### config.mk
export PLATFORM = sky130hd
export DESIGN_NAME = mips_exception_sequencer_flat
export DESIGN_NICKNAME = d
export VERILOG_FILES = /design/src/rtl/mips_exc_pkg.sv /design/src/rtl/mips_exception_sequencer_if.sv /design/src/rtl/mips_exc_prio_enc.sv /design/src/rtl/mips_exception_sequencer.sv /design/src/flat_wrapper.sv
export SDC_FILE = /design/constraint.sdc
export NUM_CORES = 1
export LEC_CHECK = 0
export ABC_AREA = 1
export CAP_MARGIN = 15
export CORE_MARGIN = 2
export CORE_UTILIZATION = 44
export DETAILED_ROUTE_END_ITERATION = 10
export PLACE_DENSITY = 0.85
export SLEW_MARGIN = 20
export SYNTH_ARGS = -nofsm -noshare
export SYNTH_HDL_FRONTEND = slang
export SYNTH_SLANG_ARGS = --single-unit
export TNS_END_PERCENT = 10
### constraint.sdc
create_clock -name clk -period 2 [get_ports clk]
set_input_delay 0.4 -clock clk [delete_from_list [all_inputs] [get_ports clk]]
set_output_delay 0.4 -clock clk [all_outputs]
set_load 0.1 [all_outputs]
### src/rtl/mips_exc_pkg.sv
// Shared types and constants for the MIPS exception sequencer: FSM states,
// ExcCode values and the 12-bit handler vector offsets.
package mips_exc_pkg;

  localparam int CAUSE_W = 5;
  localparam int VEC_W   = 12;

  typedef enum logic [1:0] {
    ST_IDLE     = 2'd0,
    ST_REDIRECT = 2'd1,
    ST_HANDLER  = 2'd2,
    ST_RETURN   = 2'd3
  } exc_state_t;

  localparam logic [CAUSE_W-1:0] EXC_INT = 5'd0;
  localparam logic [CAUSE_W-1:0] EXC_RI  = 5'd10;
  localparam logic [CAUSE_W-1:0] EXC_OV  = 5'd12;

  localparam logic [VEC_W-1:0] VEC_RI  = 12'h3F0;
  localparam logic [VEC_W-1:0] VEC_OV  = 12'h3F8;
  localparam logic [VEC_W-1:0] VEC_INT = 12'h3E8;
  localparam logic [VEC_W-1:0] VEC_DF  = 12'h3E0;

endpackage

### src/rtl/mips_exception_sequencer_if.sv
// Bundle between the core datapath (master) and the exception sequencer (slave).
// Flags are qualified by instr_valid; pc_load is a one-cycle strobe with no back-pressure.
interface mips_exception_sequencer_if
  import mips_exc_pkg::*;
#(
  parameter int WSIZE = 32
);

  logic               instr_valid;
  logic [WSIZE-1:0]   pc_in;
  logic               overflow;
  logic               unknown_opcode;
  logic               irq;
  logic               eret;

  logic               pc_load;
  logic [WSIZE-1:0]   pc_load_addr;
  logic               flush;
  logic [WSIZE-1:0]   epc;
  logic [CAUSE_W-1:0] cause;
  logic               exl;
  logic               double_fault;

  modport master (
    output instr_valid, pc_in, overflow, unknown_opcode, irq, eret,
    input  pc_load, pc_load_addr, flush, epc, cause, exl, double_fault
  );

  modport slave (
    input  instr_valid, pc_in, overflow, unknown_opcode, irq, eret,
    output pc_load, pc_load_addr, flush, epc, cause, exl, double_fault
  );

endinterface

### src/rtl/mips_exc_prio_enc.sv
// Combinational exception priority encoder: unknown_opcode > overflow > irq.
// Produces {valid, ExcCode, 12-bit vector offset}.
module mips_exc_prio_enc
  import mips_exc_pkg::*;
(
  input  logic               unknown_opcode,
  input  logic               overflow,
  input  logic               irq,
  output logic               valid,
  output logic [CAUSE_W-1:0] code,
  output logic [VEC_W-1:0]   vec
);

  always_comb begin
    valid = 1'b0;
    code  = EXC_INT;
    vec   = VEC_INT;
    if (unknown_opcode) begin
      valid = 1'b1;
      code  = EXC_RI;
      vec   = VEC_RI;
    end else if (overflow) begin
      valid = 1'b1;
      code  = EXC_OV;
      vec   = VEC_OV;
    end else if (irq) begin
      valid = 1'b1;
      code  = EXC_INT;
      vec   = VEC_INT;
    end
  end

endmodule

### src/rtl/mips_exception_sequencer.sv
// Sequential exception controller: flush, one-cycle redirect to the handler vector,
// EXL hold until eret, then redirect back to EPC. External irq enabled by MIPS_EXC_IRQ_EN.
module mips_exception_sequencer
  import mips_exc_pkg::*;
#(
  parameter int WSIZE = 32
)(
  input  logic                         clk,
  input  logic                         rst_n,
  mips_exception_sequencer_if.slave    bus,
  output exc_state_t                   dbg_state
);

`ifdef MIPS_EXC_IRQ_EN
  localparam bit IRQ_EN = 1'b1;
`else
  localparam bit IRQ_EN = 1'b0;
`endif

  exc_state_t         state_q, state_d;
  logic [WSIZE-1:0]   epc_q, epc_d;
  logic [WSIZE-1:0]   addr_q, addr_d;
  logic [CAUSE_W-1:0] cause_q, cause_d;
  logic               df_q, df_d;
  logic               flush_c;

  logic               irq_live;
  logic               exc_valid;
  logic [CAUSE_W-1:0] exc_code;
  logic [VEC_W-1:0]   exc_vec;
  logic               take_exc;

  // irq is only honoured outside exception level; in HANDLER it is masked.
  assign irq_live = bus.irq & IRQ_EN & (state_q == ST_IDLE);

  mips_exc_prio_enc u_prio_enc (
    .unknown_opcode (bus.unknown_opcode),
    .overflow       (bus.overflow),
    .irq            (irq_live),
    .valid          (exc_valid),
    .code           (exc_code),
    .vec            (exc_vec)
  );

  assign take_exc = bus.instr_valid & exc_valid;

  always_ff @(posedge clk or negedge rst_n) begin
    if (!rst_n) begin
      state_q <= ST_IDLE;
      epc_q   <= '0;
      addr_q  <= '0;
      cause_q <= '0;
      df_q    <= 1'b0;
    end else begin
      state_q <= state_d;
      epc_q   <= epc_d;
      addr_q  <= addr_d;
      cause_q <= cause_d;
      df_q    <= df_d;
    end
  end

  // addr_q doubles as the redirect target; it is loaded on entry to REDIRECT/RETURN
  // so pc_load_addr stays held between strobes.
  always_comb begin
    state_d = state_q;
    epc_d   = epc_q;
    addr_d  = addr_q;
    cause_d = cause_q;
    df_d    = df_q;
    flush_c = 1'b0;
    case (state_q)
      ST_IDLE: begin
        if (take_exc) begin
          flush_c = 1'b1;
          epc_d   = bus.pc_in;
          cause_d = exc_code;
          addr_d  = WSIZE'(exc_vec);
          state_d = ST_REDIRECT;
        end
      end
      ST_REDIRECT: begin
        state_d = ST_HANDLER;
      end
      ST_HANDLER: begin
        // A fault inside the handler beats a coincident eret; EPC/Cause stay intact.
        if (take_exc) begin
          flush_c = 1'b1;
          df_d    = 1'b1;
          addr_d  = WSIZE'(VEC_DF);
          state_d = ST_REDIRECT;
        end else if (bus.instr_valid && bus.eret) begin
          addr_d  = epc_q;
          state_d = ST_RETURN;
        end
      end
      ST_RETURN: begin
        state_d = ST_IDLE;
      end
      default: begin
        state_d = ST_IDLE;
      end
    endcase
  end

  assign bus.pc_load      = (state_q == ST_REDIRECT) || (state_q == ST_RETURN);
  assign bus.pc_load_addr = addr_q;
  assign bus.flush        = flush_c;
  assign bus.epc          = epc_q;
  assign bus.cause        = cause_q;
  assign bus.exl          = (state_q == ST_REDIRECT) || (state_q == ST_HANDLER);
  assign bus.double_fault = df_q;
  assign dbg_state        = state_q;

endmodule

### src/flat_wrapper.sv
// flat-port wrapper written by rule: the top's interface ports become plain ports
module mips_exception_sequencer_flat import mips_exc_pkg::*;
#(
  parameter int WSIZE = 32
)
  (clk, rst_n, dbg_state, bus_instr_valid, bus_pc_in, bus_overflow, bus_unknown_opcode, bus_irq, bus_eret, bus_pc_load, bus_pc_load_addr, bus_flush, bus_epc, bus_cause, bus_exl, bus_double_fault);
  mips_exception_sequencer_if #(.WSIZE(WSIZE)) bus_i ();
  input  logic clk;
  input  logic rst_n;
  output exc_state_t dbg_state;
  input wire logic [$bits(bus_i.instr_valid)-1:0] bus_instr_valid;
  input wire logic [$bits(bus_i.pc_in)-1:0] bus_pc_in;
  input wire logic [$bits(bus_i.overflow)-1:0] bus_overflow;
  input wire logic [$bits(bus_i.unknown_opcode)-1:0] bus_unknown_opcode;
  input wire logic [$bits(bus_i.irq)-1:0] bus_irq;
  input wire logic [$bits(bus_i.eret)-1:0] bus_eret;
  output wire logic [$bits(bus_i.pc_load)-1:0] bus_pc_load;
  output wire logic [$bits(bus_i.pc_load_addr)-1:0] bus_pc_load_addr;
  output wire logic [$bits(bus_i.flush)-1:0] bus_flush;
  output wire logic [$bits(bus_i.epc)-1:0] bus_epc;
  output wire logic [$bits(bus_i.cause)-1:0] bus_cause;
  output wire logic [$bits(bus_i.exl)-1:0] bus_exl;
  output wire logic [$bits(bus_i.double_fault)-1:0] bus_double_fault;
  assign bus_i.instr_valid = bus_instr_valid;
  assign bus_i.pc_in = bus_pc_in;
  assign bus_i.overflow = bus_overflow;
  assign bus_i.unknown_opcode = bus_unknown_opcode;
  assign bus_i.irq = bus_irq;
  assign bus_i.eret = bus_eret;
  assign bus_pc_load = bus_i.pc_load;
  assign bus_pc_load_addr = bus_i.pc_load_addr;
  assign bus_flush = bus_i.flush;
  assign bus_epc = bus_i.epc;
  assign bus_cause = bus_i.cause;
  assign bus_exl = bus_i.exl;
  assign bus_double_fault = bus_i.double_fault;
  mips_exception_sequencer #(.WSIZE(WSIZE)) u_core (.clk(clk), .rst_n(rst_n), .bus(bus_i), .dbg_state(dbg_state));
endmodule
# --- Yosys cells after proc, flatten, opt, wreduce, memory -nomap -nowiden ---
# Index checks and enable logic that the tools add are counted.
totals:
  inputBits: 39
  output_inout_bits: 75
  register_bits: 72
  word_cells: 37
op_classes:
  eq_ne: 5
  n_bitwise: 1
  n_mux: 16
  reduce_logical: 10
op_table:
  columns: ["operator", "count"]
  rows:
  - ["2-to-1 mux 32 bit", 3]
  - ["case mux 32 bit (2 select lines)", 1]
  - ["2-to-1 mux 5 bit", 2]
  - ["2-to-1 mux 4 bit", 2]
  - ["case mux 2 bit (4 select lines)", 1]
  - ["2-to-1 mux 2 bit", 3]
  - ["AND reduction 2 bit", 3]
  - ["== test 2 bit (second input constant)", 2]
  - ["2-to-1 mux 1 bit", 4]
  - ["inequality test 3 x 1 -> 1 bit (second input constant)", 1]
  - ["AND reduction 3 bit", 1]
  - ["== test 2 x 1 -> 1 bit (second input constant)", 1]
  - ["zero test 2 bit", 1]
  - ["logical OR 1 bit", 2]
  - ["inequality test 2 x 1 -> 1 bit (second input constant)", 1]
  - ["nonzero test 2 bit", 1]
  - ["OR reduction 2 bit", 1]
  - ["bitwise AND 1 bit", 1]
  - ["logical AND 1 bit", 1]

# --- Longest topological paths before layout ---
# Gate-level depths: netlist of the first run.
depth:
  ltp_word: 5
  mapped_depth: 10
  ltp_nobuf: 8

# --- Cells and area by module ---
# From an unflattened synthesis of the first run, not the netlist that was laid out.
unflattened:
  hier_cells: 446
  area_unflattened_um2: 3465.8
by_module_without_submodules:
  columns: ["module", "seq_area_each_um2", "n_inst", "cells_each", "area_each_um2"]
  rows:
  - ["mips_exception_sequencer", 1801.7, 1, 424, 3330.7]
  - ["mips_exc_prio_enc", 0.0, 1, 22, 135.1]

# --- Worst setup path before layout of the first run ---
# Ideal clock, no wire load.
synth_path:
  kind: "flip-flop to output port"
  startpoint: "reg u_core.state_q[1], in the netlist u_core.dbg_state[1]"
  endpoint: "out bus_flush"
  path_slack_ns: -1.099
  n_path_buf: 1
  path_stages_with_launch: 5
  arrival_time_ns: 2.699
  cell_sequence: "dfrtp_1 ha_1 buf_6 nor2_2 nor2_1"
synth_via:
  elab_chain_cells: 3
synth_rtl:
  columns: ["item", "line", "source"]
  rows:
  - ["start: declaration", "mips_exception_sequencer.sv:20", "exc_state_t state_q, state_d;"]
  - ["start signal: assignment", "mips_exception_sequencer.sv:55", "state_q <= state_d;"]
  - ["== test 2 bit / zero test 2 bit (equally long branches)", null, null]
  - ["OR reduction 2 bit (no line) *", null, null]
  - ["2-to-1 mux 1 bit *", null, null]
  - ["end: declaration", "flat_wrapper.sv:19", "output wire logic [$bits(bus_i.flush)-1:0] bus_flush;"]
# Every way passes the cells marked *; elsewhere a longest branch is shown, timed or not.

# --- Worst setup path after layout of the first run ---
layout_path:
  startpoint: "reg u_core.state_q[0], in the netlist u_core.dbg_state[0]"
  endpoint: "out bus_flush"
# Same word-level chain as after synthesis.

==> qor.csv, run 1 <==
metric,value,unit
status,"complete, but fails checks",
violations,design-rule violations,
min_path_type,primary input to async pin,
max_cap_violations,0,
path_clk_slew,0.07,ns
synth_cell_type_count,21,
slowest_delay,0.51,ns
ios,114,
setup_viol,0,
crit_required,1.60,ns
cts.sinks,70,
place_congestion,0.768,
portBuffers,110,
synth.area.top_cells,"dfrtp_1 59%, nand2_1 18%, nand3_1 5.8%",
yosysTopAreaCell,dfrtp_1,
synth_seq_cells,70,
whs,0.0243,ns
layout.cells.non_filler,518,
finalWorstSetupSlack,0.0600,ns
reg2reg_from,u_core.dbg_state[0],
path_class,flip-flop to output pin,
r2r_cells,7,
hold_buffers,0,
ant_nets,0,
grtUsageTotal,20.5,%
cts_root_buf,clkbuf_8,
dieArea,7370,um^2
clock_latency,0.33,ns
syn_to_final_growth,42.6,%
fin_setup_tns,0,ns
final-max-slew-violation-count,0,
grt_pass1_vias,2469,
slew_headroom,61.0,%
crit_start,u_core.dbg_state[0],
synthTopCellsByCount,"139 x nand2_1, 70 x dfrtp_1, 34 x nand3_1",
place_ws,-0.0534,ns
yosysTopAreaCellShare,59.4,%
first_pass_iters,8,
cts_tree,built,
hold_viol,0,
dpl.hpwl,5.05,mm
grt_max_degree,39,
ys_seq_area_share,59.4,%
tightestPinTransition,0.585,ns
postSynthAreaPerCell,8.96,um^2
synthFlopType,dfrtp_1,
clock_path_buffers,2,
fmax,515,MHz
routedWlPerCell,14.2,um
htreeDepth,3,
grt_pass1_wl,11.8,mm
endpoint,bus_flush,
synth_edf_count,0,
synth_most_common_cell,nand2_1,
drt_iter0_markers,142,
crit_chain,inv_2 > ha_2 > nor2_2 > nor2_4 > buf_12,
netlist_area,2950,um^2
ff2ff_setup_slack,0.33,ns
min_period,1.94,ns
async_flop_share,100,%
dieWidth,85.8,um
dp.cells,503,
critical_path.slowest_cell,dfrtp_4,
routed_wl,7.34,mm
num_vias,2581,
dieHeight,85.8,um
final_layout_size_suffix_gt1_share,25.2,%
cp-start-kind,flip-flop,
synth_warnings,0,
cts_buffers,9,
antenna_found_initial,0,
fin_nets,480,
rows,29,
diodes,0,
cp.arrival,1.54,ns
clock_skew,0.00493,ns
period_share,97.0,%
crit_fanout,5,
cp-end-kind,output pin,
start_util,45.9,%
coreArea,6420,um^2
r2r-end,u_core.bus.pc_load_addr[4],
grt_overflow,0,
synth_cells,329,
route.detailed.drc,6,
cts_setup_buffers,0,
via_per_inst,4.98,
-- flip-flops by register name, summed over array words and instances, names as in the netlist --
name / flops
u_core.dbg_state: 2
u_core.bus.pc_load_addr: 32
u_core.bus.epc: 32
u_core.bus.cause: 3
u_core.bus.double_fault: 1
-- final cells by class --
| class | count | area (um^2) |
|---|---|---|
| Fill cell | 528 | 2220 |
| Sequential cell | 70 | 1760 |
| Timing Repair Buffer | 119 | 1060 |
| Multi-Input combinational cell | 224 | 1020 |
| Clock buffer | 11 | 151 |
| Tap cell | 77 | 96.3 |
| Clock inverter | 4 | 70.1 |
| Inverter | 13 | 48.8 |
-- placed cells by master, fill, tap and decap left out, types with 2 or more instances in the layout --
| cell | netlist | final |
|---|---|---|
| o21ai_1 | 6 | 5 |
| inv_1 | 11 | 10 |
| nand2_1 | 139 | 139 |
| clkinv_2 | 0 | 2 |
| clkdlybuf4s50_1 | 0 | 36 |
| dfrtp_1 | 70 | 68 |
| ha_1 | 4 | 2 |
| buf_12 | 0 | 6 |
| o21ai_0 | 30 | 30 |
| bufinv_16 | 0 | 2 |
| clkbuf_8 | 0 | 11 |
| nand3_1 | 34 | 34 |
| buf_4 | 7 | 77 |
| conb_1 | 1 | 2 |
| inv_2 | 2 | 3 |
| nor2_4 | 1 | 2 |
-- routing by layer --
metal | track usage, % | routed length, um | up-vias
met5 | 0 | 0 | -
met4 | 7.50 | 49 | 0
met3 | 6.45 | 615 | 7
met2 | 35.2 | 3710 | 100
met1 | 24.2 | 2960 | 1227
li1 | - | - | 1247
-- cells by family (layout without fill, tap and decap cells) --
logic type	after synthesis	count (layout)	synth area share, %
buffers and inverters	36	147	7.22
adders and majority gates	4	4	1.70
other	1	2	0.127
and+or+nand+nor	180	180	25.0
AOI/OAI and AO/OA	38	38	6.54
DFF	70	70	59.4
-- stage by stage --
| stage | area, um^2 | util, % |
|---|---|---|
| after floorplan | 2970 | - |
| after CTS | 4190 | 65.3 |
| final | 4200 | 65.4 |
| after global placement | 3970 | 61.8 |
| after detailed placement | 3970 | 61.8 |
| after global routing | 4200 | 65.4 |
-- worst min path at each step --
stage               startpoint                          end  slack (ns)  cells past startpoint
detailed placement       rst_n  u_core.bus.pc_load_addr[28]        0.40                      1
finish                   rst_n  u_core.bus.pc_load_addr[28]        0.02                      1
global route             rst_n  u_core.bus.pc_load_addr[28]        0.05                      1
global placement         rst_n           u_core.bus.epc[28]        0.41                      1
floorplan                rst_n          u_core.bus.cause[1]        0.10                      0
CTS                      rst_n  u_core.bus.pc_load_addr[28]        0.03                      1
-- critical path: cells and delay by family (launching register included) --
family                     cells  cell delay (ns)
adders and majority gates      1             0.21
buffers and inverters          2             0.29
DFF                            1             0.51
and+or+nand+nor                2             0.20
-- timing repair --
| action | CTS | global route |
|---|---|---|
| gates resized for setup | 1 | 2 |
| endpoints found under the setup margin | 1 | 1 |
| cloned | 0 | 0 |
Power of run 1 is left out: the tool's default activity adds up to more than one toggle a clock period on the data nets, which glitch-free logic cannot reach.
==> inputs of run 2 (changes only) <==
--- a/config.mk
+++ b/config.mk
@@ -9,6 +9,7 @@
 export CAP_MARGIN = 15
 export CORE_MARGIN = 2
 export CORE_UTILIZATION = 44
+export CTS_CLUSTER_SIZE = 25
 export DETAILED_ROUTE_END_ITERATION = 10
 export PLACE_DENSITY = 0.85
 export SLEW_MARGIN = 20
==> results of run 2 <==
No change in the layout: final DEF, timing and power equal those of run 1.
Power of run 2 is left out for the same reason.
==> inputs of run 3 (changes only) <==
--- a/config.mk
+++ b/config.mk
@@ -12,7 +12,7 @@
 export CTS_CLUSTER_SIZE = 25
 export DETAILED_ROUTE_END_ITERATION = 10
 export PLACE_DENSITY = 0.85
-export SLEW_MARGIN = 20
+export SLEW_MARGIN = 0
 export SYNTH_ARGS = -nofsm -noshare
 export SYNTH_HDL_FRONTEND = slang
 export SYNTH_SLANG_ARGS = --single-unit
==> results of run 3 <==
No change in the layout: final DEF, timing and power equal those of run 1.
Power of run 3 is left out for the same reason.
